File: config.mk
export PLATFORM = sky130hd
export DESIGN_NAME = fetch_buffer_stage
export DESIGN_NICKNAME = d
export VERILOG_FILES = /design/src/rtl/fetch_buffer_stage.sv
export SDC_FILE = /design/constraint.sdc
export NUM_CORES = 1
export LEC_CHECK = 0
export BUFFER_PORTS_ARGS = -buffer_cell sky130_fd_sc_hd__buf_2
export CAP_MARGIN = 5
export CORE_ASPECT_RATIO = 0.5
export CORE_UTILIZATION = 55
export DETAILED_ROUTE_END_ITERATION = 16
export PLACE_DENSITY_LB_ADDON = 0.25
export SLEW_MARGIN = 20
export SYNTH_ARGS = -nofsm -noshare
export SYNTH_HDL_FRONTEND = slang
export SYNTH_SLANG_ARGS = --single-unit
File: constraint.sdc
create_clock -name clk -period 7.55 [get_ports clk]
set_input_delay 1.51 -clock clk [delete_from_list [all_inputs] [get_ports clk]]
set_output_delay 1.51 -clock clk [all_outputs]
set_load 0.05 [all_outputs]
File: src/rtl/fetch_buffer_stage.sv
// rtl/fetch_buffer_stage.sv - instruction fetch request issue and in-order response buffer
// Optional 0-cycle response bypass to decode: define FETCH_BUF_BYPASS_EN.
module fetch_buffer_stage #(
  parameter int unsigned     XLEN     = 64,
  parameter int unsigned     DEPTH    = 4,
  parameter logic [XLEN-1:0] RESET_PC = 64'h80000000
) (
  input  logic                       clk,
  input  logic                       rst_n,
  output logic                       imem_req_valid,
  input  logic                       imem_req_ready,
  output logic [XLEN-1:0]            imem_req_addr,
  input  logic                       imem_rsp_valid,
  input  logic [31:0]                imem_rsp_inst,
  input  logic                       redirect,
  input  logic [XLEN-1:0]            redirect_pc,
  output logic                       out_valid,
  input  logic                       out_ready,
  output logic [31:0]                out_inst,
  output logic [XLEN-1:0]            out_pc,
  output logic [$clog2(DEPTH+1)-1:0] buf_count
);

  localparam int unsigned CW = $clog2(DEPTH + 1);
  localparam int unsigned PW = $clog2(DEPTH);

  logic [XLEN-1:0] r_fetch_pc;
  logic [XLEN-1:0] r_rsp_pc;
  logic [PW-1:0]   r_wptr;
  logic [PW-1:0]   r_rptr;
  logic [CW-1:0]   r_count;
  logic [CW-1:0]   r_outstanding;
  logic [CW-1:0]   r_drop_cnt;
  logic [31:0]     r_mem_inst [DEPTH];
  logic [XLEN-1:0] r_mem_pc   [DEPTH];

  logic [CW:0]     w_credit;
  logic            w_req_ok;
  logic            w_req_fire;
  logic            w_drop;
  logic            w_accept;
  logic            w_fifo_valid;
  logic            w_push;
  logic            w_pop;

  // Buffered plus in-flight entries never exceed DEPTH, so a response always has a slot.
  assign w_credit       = {1'b0, r_count} + {1'b0, r_outstanding};
  assign w_req_ok       = !redirect && (w_credit < (CW+1)'(DEPTH));
  assign w_req_fire     = w_req_ok && imem_req_ready;
  assign imem_req_valid = rst_n && w_req_ok;
  assign imem_req_addr  = r_fetch_pc;

  assign w_drop       = imem_rsp_valid && (redirect || (r_drop_cnt != '0));
  assign w_accept     = imem_rsp_valid && !w_drop;
  assign w_fifo_valid = (r_count != '0);
  assign w_pop        = w_fifo_valid && out_ready;
  assign buf_count    = r_count;

`ifdef FETCH_BUF_BYPASS_EN
  logic w_bypass;
  // w_accept already excludes redirect and drop-pending responses.
  assign w_bypass  = !w_fifo_valid && w_accept;
  assign out_valid = w_fifo_valid || w_bypass;
  assign out_inst  = w_bypass ? imem_rsp_inst : r_mem_inst[r_rptr];
  assign out_pc    = w_bypass ? r_rsp_pc : r_mem_pc[r_rptr];
  assign w_push    = w_accept && !(w_bypass && out_ready);
`else
  assign out_valid = w_fifo_valid;
  assign out_inst  = r_mem_inst[r_rptr];
  assign out_pc    = r_mem_pc[r_rptr];
  assign w_push    = w_accept;
`endif

  always_ff @(posedge clk or negedge rst_n) begin
    if (!rst_n) begin
      r_fetch_pc    <= RESET_PC;
      r_rsp_pc      <= RESET_PC;
      r_wptr        <= '0;
      r_rptr        <= '0;
      r_count       <= '0;
      r_outstanding <= '0;
      r_drop_cnt    <= '0;
    end else begin
      if (redirect) begin
        r_fetch_pc <= redirect_pc;
        r_rsp_pc   <= redirect_pc;
        r_wptr     <= '0;
        r_rptr     <= '0;
        r_count    <= '0;
        // A response landing in the redirect cycle is already discarded here.
        r_drop_cnt <= r_outstanding - CW'(imem_rsp_valid);
      end else begin
        if (w_req_fire) r_fetch_pc <= r_fetch_pc + XLEN'(4);
        if (w_accept)   r_rsp_pc   <= r_rsp_pc + XLEN'(4);
        if (w_push)     r_wptr     <= r_wptr + PW'(1);
        if (w_pop)      r_rptr     <= r_rptr + PW'(1);
        if (w_push && !w_pop)      r_count <= r_count + CW'(1);
        else if (!w_push && w_pop) r_count <= r_count - CW'(1);
        if (w_drop) r_drop_cnt <= r_drop_cnt - CW'(1);
      end
      if (w_req_fire && !imem_rsp_valid)      r_outstanding <= r_outstanding + CW'(1);
      else if (!w_req_fire && imem_rsp_valid) r_outstanding <= r_outstanding - CW'(1);
    end
  end

  always_ff @(posedge clk) begin
    if (w_push) begin
      r_mem_inst[r_wptr] <= imem_rsp_inst;
      r_mem_pc[r_wptr]   <= r_rsp_pc;
    end
  end

endmodule
==> run summary, run 1 <==
HPWL after DPL - 37.3 mm
Layout net count - 1892
I/O pin total - 267
Clock net sink count - 525
R2R depth - 12
Share of the synthesized area in the top cell type - 0.510
CP arrival - 3.06 ns
Pwr Total - 8.45 mW
Detailed Route Iter0 Violations - 1620
Switching Fraction - 0.363
R2R Path End - r_outstanding[2]
Fin util - 0.642
Most used DFF post-synth - edfxtp_1
Vias in the first global route - 14343
Clock Pin Slew Worst Setup and Hold Paths - 0.06 ns
Outcome - finished, violations left
Netlist cell types - 65
Worst Setup End Kind - output port
Internal power of the cells - 5.38 mW
Fill cell count - 2985
First-pass GRT wire length - 86.1 mm
Largest net degree at the start of global routing - 88
Total routed wirelength - 56.4 mm
Max frequency - 219 MHz
Worst Hold Class - flip-flop to flip-flop
Critical path class - flip-flop to output port
Initial Utilization - 0.558
Fin. max-slew vios - 0
CTS Root Cell - clkbuf_16
Worst-path cell chain - buf_4, mux4_2, buf_2
CP required - 6.04 ns
GRT Overall Usage - 0.272
Hold slack - 0.523 ns
Count leader, synth - edfxtp_1
Synth Area in Compound Gates - 0.0559
Hold endpoint - imem_req_addr[1]
Core Region - 0.0405 sq mm
Syn avg cell area - 14.9 sq um
CP peak stage delay - 0.99 ns
Hold Buf Count CTS - 0
GP Congestion - 0.926
Critical Path Start Type - flip-flop
Via/cell ratio - 6.27
Post-cts sizing count - 0
PD cells - 325 mW/mm^2
Final setup TNS - 0 ns
Number of port buffers - 266
Setup repair bufs after CTS - 0
Crit-path slowest cell - dfrtp_4
Die area - 0.0419 sq mm
Crit-path max FO - 43
Comb pwr share - 0.282
Register area share after synthesis - 0.667
H-tree lvl count - 2
Cells after Synth - 1519
Synthesis-to-finish area growth - 15.0%
Post-Synth XOR/XNOR Area - 0.0225
Synth Warn # - 0
Seq cells post-synth - 525
Row count - 52
R2R setup slack - 3.93 ns
Clock power frac - 0.282
Synthesized cell area - 0.0226 sq mm
Gr ovfl total - 0
RSZ-0062 raised after global routing - false
Largest family of logic cells by synthesized area - simple AND/OR/NAND/NOR gates
Post-synth top cells - edfxtp_1 (384), dfrtp_1 (139), nand2_1 (119)
Clock Skews - 0.0162 ns
Flop pwr share - 0.435
DRT antenna net count - 0
Synth Area in Adders - 0.00897
Fraction of registers with async set/reset - 0.269
Crit share post-route - 0.605
Failing checks - DRC
Post-layout min period - 4.57 ns
Min-delay src - imem_req_addr[1]
VDD IR-drop max - 149 uV
Mux share of post-synthesis cell area - 0.104
Chip width - 289 um
Area contributors post-synth - edfxtp_1 (51%), dfrtp_1 (15%), mux4_2 (9.6%)
Post-Syn Nets - 1636
Die Ht - 145 um
Final Hold Violating Endpoints - 0
Psw - 3.06 mW
Worst relative slew slack - 0.329
Via count - 14777
Clock tree from TritonCTS - yes
Later-pin clock latency in the skew report - 0.58 ns
EDFF count, synth - 384
DRC viols - 2
PnR worst setup slack - 2.98 ns
Final setup violation count - 0
Cell taking the most area after synthesis - edfxtp_1
Max-cap violations - 0
Routed length per placed instance - 23.9 um
Leak - 9.15 nW
CTS Buf Count - 47
Least-Margin Pin Slew - 0.997 ns
Setup WS pre-CTS - 2.64 ns
Simple logic cell fraction of the synthesized area - 0.123
Share of layout cells above drive strength 1 - 0.269
Hold depth - 2
Initial DRT Pass Iterations - 12
Clock Path Buffers - 3
Initial antenna violation count - 4
Worst R2R Start - r_outstanding[2]
[worst max-delay path, delay by kind of cell, from the launching register on]
kind / cells / cell delay [ns]
mux: 1 / 0.59
buf+inv: 2 / 0.87
flops: 1 / 0.99
[per-stage QoR]
stage / cells / instance area (sq um)
finish: 2357 / 26000
CTS: 2351 / 26000
floorplan: 1519 / 22600
global route: 2355 / 26000
detailed placement: 2266 / 24500
global placement: 2266 / 24500
[final cells by class]
| cell class | count | area (sq um) | area share |
|---|---|---|---|
| well taps | 540 | 676 | 0.0260 |
| inverters | 37 | 139 | 0.00534 |
| flip-flops and latches | 525 | 15100 | 0.580 |
| multi-input cells | 883 | 7130 | 0.274 |
| diodes | 6 | 15.0 | 0.000578 |
| repair buffers | 281 | 1450 | 0.0559 |
| clock buffers | 58 | 1230 | 0.0472 |
| clock inverters | 27 | 284 | 0.0109 |
[cells in the final DEF, fill, tap and decap left out, types with 11 or more instances in the layout]
cell / count
a21oi_1: 14
a31oi_1: 24
and2_1: 12
and3_1: 26
and4_1: 17
buf_2: 264
buf_4: 16
clkbuf_16: 47
dfrtp_1: 137
edfxtp_1: 384
ha_1: 13
inv_1: 36
mux2_2: 11
mux4_2: 96
nand2_1: 119
nand3_1: 74
nand4_1: 63
nor2_1: 61
nor3_1: 21
nor4_1: 16
o211ai_1: 28
o21ai_0: 77
o311ai_0: 17
or3_1: 17
or4_1: 29
xnor2_1: 21
xor2_1: 37
[sequential cells by signal, summed over array words and instances, names as in the netlist]
register	flops
r_mem_pc	256
r_mem_inst	128
imem_req_addr	64
r_rsp_pc	64
buf_count	3
r_drop_cnt	3
r_outstanding	3
r_rptr	2
r_wptr	2
[worst max-delay path by stage]
stage,cells past startpoint,slack [ns],from,end
after detailed placement,9,2.64,redirect,imem_req_addr[9]
after floorplan,2,2.87,redirect,r_mem_inst[0][0]
after global routing,3,2.72,r_rptr[0],out_inst[13]
after global placement,9,2.70,redirect,imem_req_addr[13]
final,3,2.98,r_rptr[0],out_inst[19]
after CTS,3,2.85,r_rptr[0],out_pc[36]
[layer usage]
metal	track usage	vias up	wire length, um
met5	0	-	0
met3	0.0495	103	4580
met4	0.0834	0	1530
met1	0.403	7518	24000
met2	0.414	609	26200
li1	-	6547	-
[kinds of logic after synthesis]
family | count (synthesis)
flops | 525
simple gates | 501
compound gates | 195
mux | 114
buf+inv | 111
xor+xnor | 58
fa+ha+maj | 15
[power by group through the flow]
stage | logic, mW | registers (mW) | clock network (mW)
after floorplan | 1.64 | 3.85 | 0
after global placement | 2.37 | 3.72 | 0
after detailed placement | 2.40 | 3.73 | 0
after CTS | 2.40 | 3.67 | 2.42
after global routing | 2.52 | 3.72 | 2.53
final | 2.39 | 3.68 | 2.39
(Power assumes the default switching activity.)
==> inputs of run 2 (changes only) <==
--- a/config.mk
+++ b/config.mk
@@ -5,10 +5,11 @@
 export SDC_FILE = /design/constraint.sdc
 export NUM_CORES = 1
 export LEC_CHECK = 0
+export ABC_AREA = 1
 export BUFFER_PORTS_ARGS = -buffer_cell sky130_fd_sc_hd__buf_2
 export CAP_MARGIN = 5
 export CORE_ASPECT_RATIO = 0.5
-export CORE_UTILIZATION = 55
+export CORE_UTILIZATION = 53
 export DETAILED_ROUTE_END_ITERATION = 16
 export PLACE_DENSITY_LB_ADDON = 0.25
 export SLEW_MARGIN = 20
==> constraint.sdc (replaced) <==
create_clock -name clk -period 4 [get_ports clk]
set_input_delay 0.8 -clock clk [delete_from_list [all_inputs] [get_ports clk]]
set_output_delay 0.8 -clock clk [all_outputs]
set_load 0.05 [all_outputs]
==> run summary, run 2 <==
DRC viols - 0
PD cells - 599 mW/mm^2
Largest family of logic cells by synthesized area - simple AND/OR/NAND/NOR gates
Initial antenna violation count - 1
Via count - 19749
Synthesis-to-finish area growth - 15.3%
Largest registers - r_mem_pc x256, r_mem_inst x128
Post-cts sizing count - 0
Clock Path Buffers - 3
Synth Area in Adders - 0.00825
CP arrival - 2.63 ns
Worst R2R Start - buf_count[2]
Mux share of post-synthesis cell area - 0
Clock tree from TritonCTS - yes
Least-Margin Pin Slew - 1.05 ns
CP required - 3.20 ns
Post-Syn Nets - 2723
Largest net degree at the start of global routing - 194
Cell taking the most area after synthesis - edfxtp_1
Synth Warn # - 0
Max frequency - 291 MHz
Most frequent cells in the layout - nand2_1 (604), nor2_1 (414), edfxtp_1 (384)
Die area - 0.0473 sq mm
R2R Path End - imem_req_addr[50]
Leak - 11.2 nW
R2R depth - 7
Later-pin clock latency in the skew report - 0.59 ns
Critical path class - flip-flop to output port
I/O pin total - 267
Chip width - 307 um
Simple logic cell fraction of the synthesized area - 0.219
Fin util - 0.623
Setup WS pre-CTS - 1.14 ns
Fill cell count - 3741
Gr ovfl total - 0
Final Hold Violating Endpoints - 0
DP Area - 0.0267 sq mm
Worst relative slew slack - 0.297
Final setup violation count - 0
EDFF count, synth - 384
Share of the synthesized area in the top cell type - 0.469
Clock net sink count - 525
Row count - 55
Commonest non-fill, non-tap cell in the layout - nand2_1
Seq cells post-synth - 525
Initial DRT Pass Iterations - 6
Clock Pin Slew Worst Setup and Hold Paths - 0.07 ns
First-pass GRT wire length - 106 mm
Via/cell ratio - 5.61
PnR worst setup slack - 0.569 ns
H-tree lvl count - 2
HPWL after DPL - 47.2 mm
GP Congestion - 0.985
Register area share after synthesis - 0.613
Synthesized cell area - 0.0246 sq mm
Setup repair bufs after CTS - 0
Worst Hold Class - primary input to async pin
R2R setup slack - 1.33 ns
Hold slack - 0.313 ns
Core Region - 0.0455 sq mm
Hold Buf Count CTS - 0
Total routed wirelength - 69.6 mm
Max-cap violations - 0
CTS Buf Count - 46
Share of layout cells above drive strength 1 - 0.156
Die Ht - 154 um
Cells after Synth - 2606
Layout net count - 2974
Post-Synth XOR/XNOR Area - 0.0135
Netlist cell types - 43
DRT antenna net count - 0
Critical Path Start - r_rptr[1]
Area contributors post-synth - edfxtp_1 (47%), dfrtp_1 (14%), nand2_1 (9.2%)
Initial Utilization - 0.540
Most flops, register - r_mem_pc
Fin. max-slew vios - 0
Most used DFF post-synth - edfxtp_1
End of the critical path - out_pc[32]
Max FFs per register - 256
Vias in the first global route - 18393
Finished Layout Cells - 3522
Count leader, synth - nand2_1
Crit share post-route - 0.858
VDD IR-drop max - 306 uV
Fraction of registers with async set/reset - 0.269
Critical Path Start Type - flip-flop
Fin area - 0.0283 sq mm
Crit-path max FO - 96
Syn avg cell area - 9.43 sq um
Routed length per placed instance - 19.8 um
CTS Root Cell - clkbuf_16
Post-layout min period - 3.43 ns
Outcome - finished, final reports clean
Detailed Route Iter0 Violations - 2146
Worst Setup End Kind - output port
Clock Skews - 0.0213 ns
GRT Overall Usage - 0.292
Number of port buffers - 266
Synth Area in Compound Gates - 0.0973
Dpl cells - 3436
RSZ-0062 raised after global routing - false
Post-synth top cells - nand2_1 (604), nor2_1 (418), edfxtp_1 (384)
run 2: metal layers:
metal | part of all wire | wire [um] | global-route usage | vias to the layer above
met5 | 0 | 0 | 0 | -
met4 | 0.035 | 2430 | 0.100 | 0
met3 | 0.087 | 6060 | 0.0415 | 147
met2 | 0.46 | 31900 | 0.460 | 876
met1 | 0.42 | 29200 | 0.418 | 9423
li1 | - | - | - | 9303
run 2: stage by stage:
step / TNS [ns] / total power [mW]
6_report: 0 / 17.0
5_1_grt: 0 / 17.7
4_1_cts: 0 / 17.0
3_5_place_dp: 0 / 12.3
3_3_place_gp: 0 / 12.2
2_1_floorplan: -146.23 / 10.8
run 2: cells by family (layout without fill, tap and decap cells):
| group | count (synthesis) | count (layout) |
|---|---|---|
| other | 0 | 1 |
| xor gates and xnor gates | 38 | 38 |
| adders and majority gates | 15 | 15 |
| buffers and inverters | 312 | 600 |
| AOI/OAI and AO/OA | 439 | 439 |
| DFF | 525 | 525 |
| and+or+nand+nor | 1277 | 1277 |
run 2: cell type report:
| class | instances | area (sq um) | share of cell area |
|---|---|---|---|
| Sequential cell | 525 | 15100 | 0.532 |
| Multi-Input combinational cell | 1769 | 8330 | 0.294 |
| Timing Repair Buffer | 299 | 1750 | 0.0617 |
| Clock buffer | 59 | 1270 | 0.0449 |
| Inverter | 216 | 813 | 0.0287 |
| Tap cell | 627 | 785 | 0.0277 |
| Clock inverter | 26 | 315 | 0.0111 |
| Antenna cell | 1 | 2.50 | 0.0000883 |
run 2: where the power goes:
group          internal (mW)  switching [mW]  total (mW)
Sequential              6.40           0.721        7.12
Combinational           1.20            3.95        5.15
Clock                   2.66            2.05        4.71
run 2: worst max-delay path, stage by stage (launching register included):
cell     delay, ns
dfrtp_2       0.36
buf_4         0.79
o21ai_0       0.22
o22ai_1       0.32
buf_2         0.32
run 2: how the worst min path moves through the flow:
stage | startpoint | end | slack [ns] | depth (start not counted)
3_3_place_gp | imem_req_addr[1] | imem_req_addr[1] | 0.45 | 2
6_report | rst_n | imem_req_addr[0] | 0.31 | 2
4_1_cts | imem_rsp_inst[7] | r_mem_inst[1][7] | 0.41 | 1
3_5_place_dp | imem_req_addr[0] | imem_req_addr[0] | 0.46 | 2
5_1_grt | rst_n | r_rsp_pc[1] | 0.41 | 2
2_1_floorplan | r_rsp_pc[0] | r_mem_pc[0][0] | 0.48 | 0
==> inputs of run 3 (changes only) <==
--- a/config.mk
+++ b/config.mk
@@ -9,10 +9,10 @@
 export BUFFER_PORTS_ARGS = -buffer_cell sky130_fd_sc_hd__buf_2
 export CAP_MARGIN = 5
 export CORE_ASPECT_RATIO = 0.5
+export CORE_MARGIN = 5
 export CORE_UTILIZATION = 53
 export DETAILED_ROUTE_END_ITERATION = 16
 export PLACE_DENSITY_LB_ADDON = 0.25
-export SLEW_MARGIN = 20
 export SYNTH_ARGS = -nofsm -noshare
 export SYNTH_HDL_FRONTEND = slang
 export SYNTH_SLANG_ARGS = --single-unit
==> run summary, run 3 (synthesis gave the netlist of run 2 again) <==
Later-pin clock latency in the skew report - 0.59 ns
Initial DRT Pass Iterations - 5
Gr ovfl total - 0
Clock Pin Slew Worst Setup and Hold Paths - 0.07 ns
Least-Margin Pin Slew - 0.859 ns
Row count - 55
Final setup violation count - 0
Clock tree from TritonCTS - yes
RSZ-0062 raised after global routing - false
I/O pin total - 267
Die Ht - 162 um
R2R depth - 7
Core Region - 0.0455 sq mm
Fin util - 0.619
Largest net degree at the start of global routing - 194
Outcome - finished, final reports clean
PD cells - 596 mW/mm^2
CP required - 3.20 ns
Clock Skews - 0.0201 ns
Number of port buffers - 266
Worst Setup End Kind - output port
R2R Path End - r_mem_inst[3][14]
Fin. max-slew vios - 0
Max FFs per register - 256
VDD IR-drop max - 341 uV
Clock net sink count - 525
Via count - 19804
Worst relative slew slack - 0.428
Max frequency - 288 MHz
Share of layout cells above drive strength 1 - 0.153
Worst R2R Start - r_drop_cnt[0]
CP arrival - 2.67 ns
GRT Overall Usage - 0.274
DRC viols - 0
Fill cell count - 3834
CTS Buf Count - 47
Clock Path Buffers - 3
Setup repair bufs after CTS - 0
Synthesis-to-finish area growth - 14.6%
Post-cts sizing count - 0
Initial Utilization - 0.540
Die area - 0.0510 sq mm
Max-cap violations - 0
Layout net count - 2968
Commonest non-fill, non-tap cell in the layout - nand2_1
Leak - 11.1 nW
Crit share post-route - 0.868
Via/cell ratio - 5.63
Crit-path max FO - 71
DRT antenna net count - 0
Worst Hold Class - primary input to async pin
Hold Buf Count CTS - 0
Critical Path Start Type - flip-flop
CTS Root Cell - clkbuf_16
HPWL after DPL - 48.3 mm
Post-layout min period - 3.47 ns
Routed length per placed instance - 20.2 um
Total routed wirelength - 71.2 mm
R2R setup slack - 1.54 ns
Final Hold Violating Endpoints - 0
Critical path class - flip-flop to output port
Largest registers - r_mem_pc x256, r_mem_inst x128
First-pass GRT wire length - 108 mm
Most frequent cells in the layout - nand2_1 (604), nor2_1 (414), edfxtp_1 (384)
Hold slack - 0.105 ns
Pwr Total - 16.8 mW
Most flops, register - r_mem_pc
Detailed Route Iter0 Violations - 2032
GP Congestion - 0.973
H-tree lvl count - 2
Chip width - 315 um
Initial antenna violation count - 3
Vias in the first global route - 18606
==> run 3: cell count changes in the layout (fill, tap and decap cells not counted), sizes merged <==
cell | previous run | this run
clkbuf | 59 | 62
clkinv | 16 | 20
inv | 216 | 217
clkinvlp | 4 | 3
buf | 299 | 292
diode | 1 | 3
bufinv | 6 | 1
==> run 3: worst max-delay path by stage <==
stage | start | slack [ns] | cells past startpoint | to
detailed placement | r_rptr[0] | 1.12 | 5 | out_pc[58]
global placement | r_rptr[0] | 1.13 | 5 | out_pc[38]
finish | r_rptr[0] | 0.53 | 5 | out_pc[58]
global route | r_rptr[0] | 0.34 | 5 | out_pc[38]
CTS | r_rptr[0] | 0.49 | 5 | out_pc[39]
floorplan | redirect | -0.38 | 5 | r_mem_inst[0][0]
==> run 3: worst max-delay path, cell delays in order, from the launching register on <==
cell     delay [ns]
dfrtp_4        0.51
inv_6          0.39
buf_4          0.50
o21ai_0        0.15
o22ai_1        0.21
buf_2          0.31
==> run 3: metal layers <==
layer	track usage	part of all wire
met5	0	0.00065
met3	0.0456	0.086
met4	0.0832	0.032
met1	0.393	0.42
met2	0.433	0.46
==> run 3: power breakdown <==
group,leakage (nW),internal (mW),switching (mW)
logic,5.17,1.18,3.96
registers,5.18,6.40,0.708
clock network,0.742,2.42,2.11
total,11.1,10.0,6.78
==> run 3: final cells by class <==
type	count	area [sq um]	area share
multi-input combinational	1769	8330	0.296
antenna	3	7.51	0.000266
timing repair buffer	292	1630	0.0580
clock inverter	25	218	0.00773
sequential	525	15100	0.535
inverter	216	816	0.0290
clock buffer	62	1320	0.0467
tap	627	785	0.0278
==> run 3: stage by stage <==
| stage | TNS (ns) | instance area (sq um) | setup slack (ns) | cells |
|---|---|---|---|---|
| after global placement | 0 | 26600 | 1.13 | 3429 |
| final | 0 | 28200 | 0.527 | 3519 |
| after detailed placement | 0 | 26600 | 1.12 | 3429 |
| after CTS | 0 | 28200 | 0.487 | 3516 |
| after global routing | 0 | 28200 | 0.337 | 3518 |
| after floorplan | -146.23 | 24600 | -0.381 | 2606 |
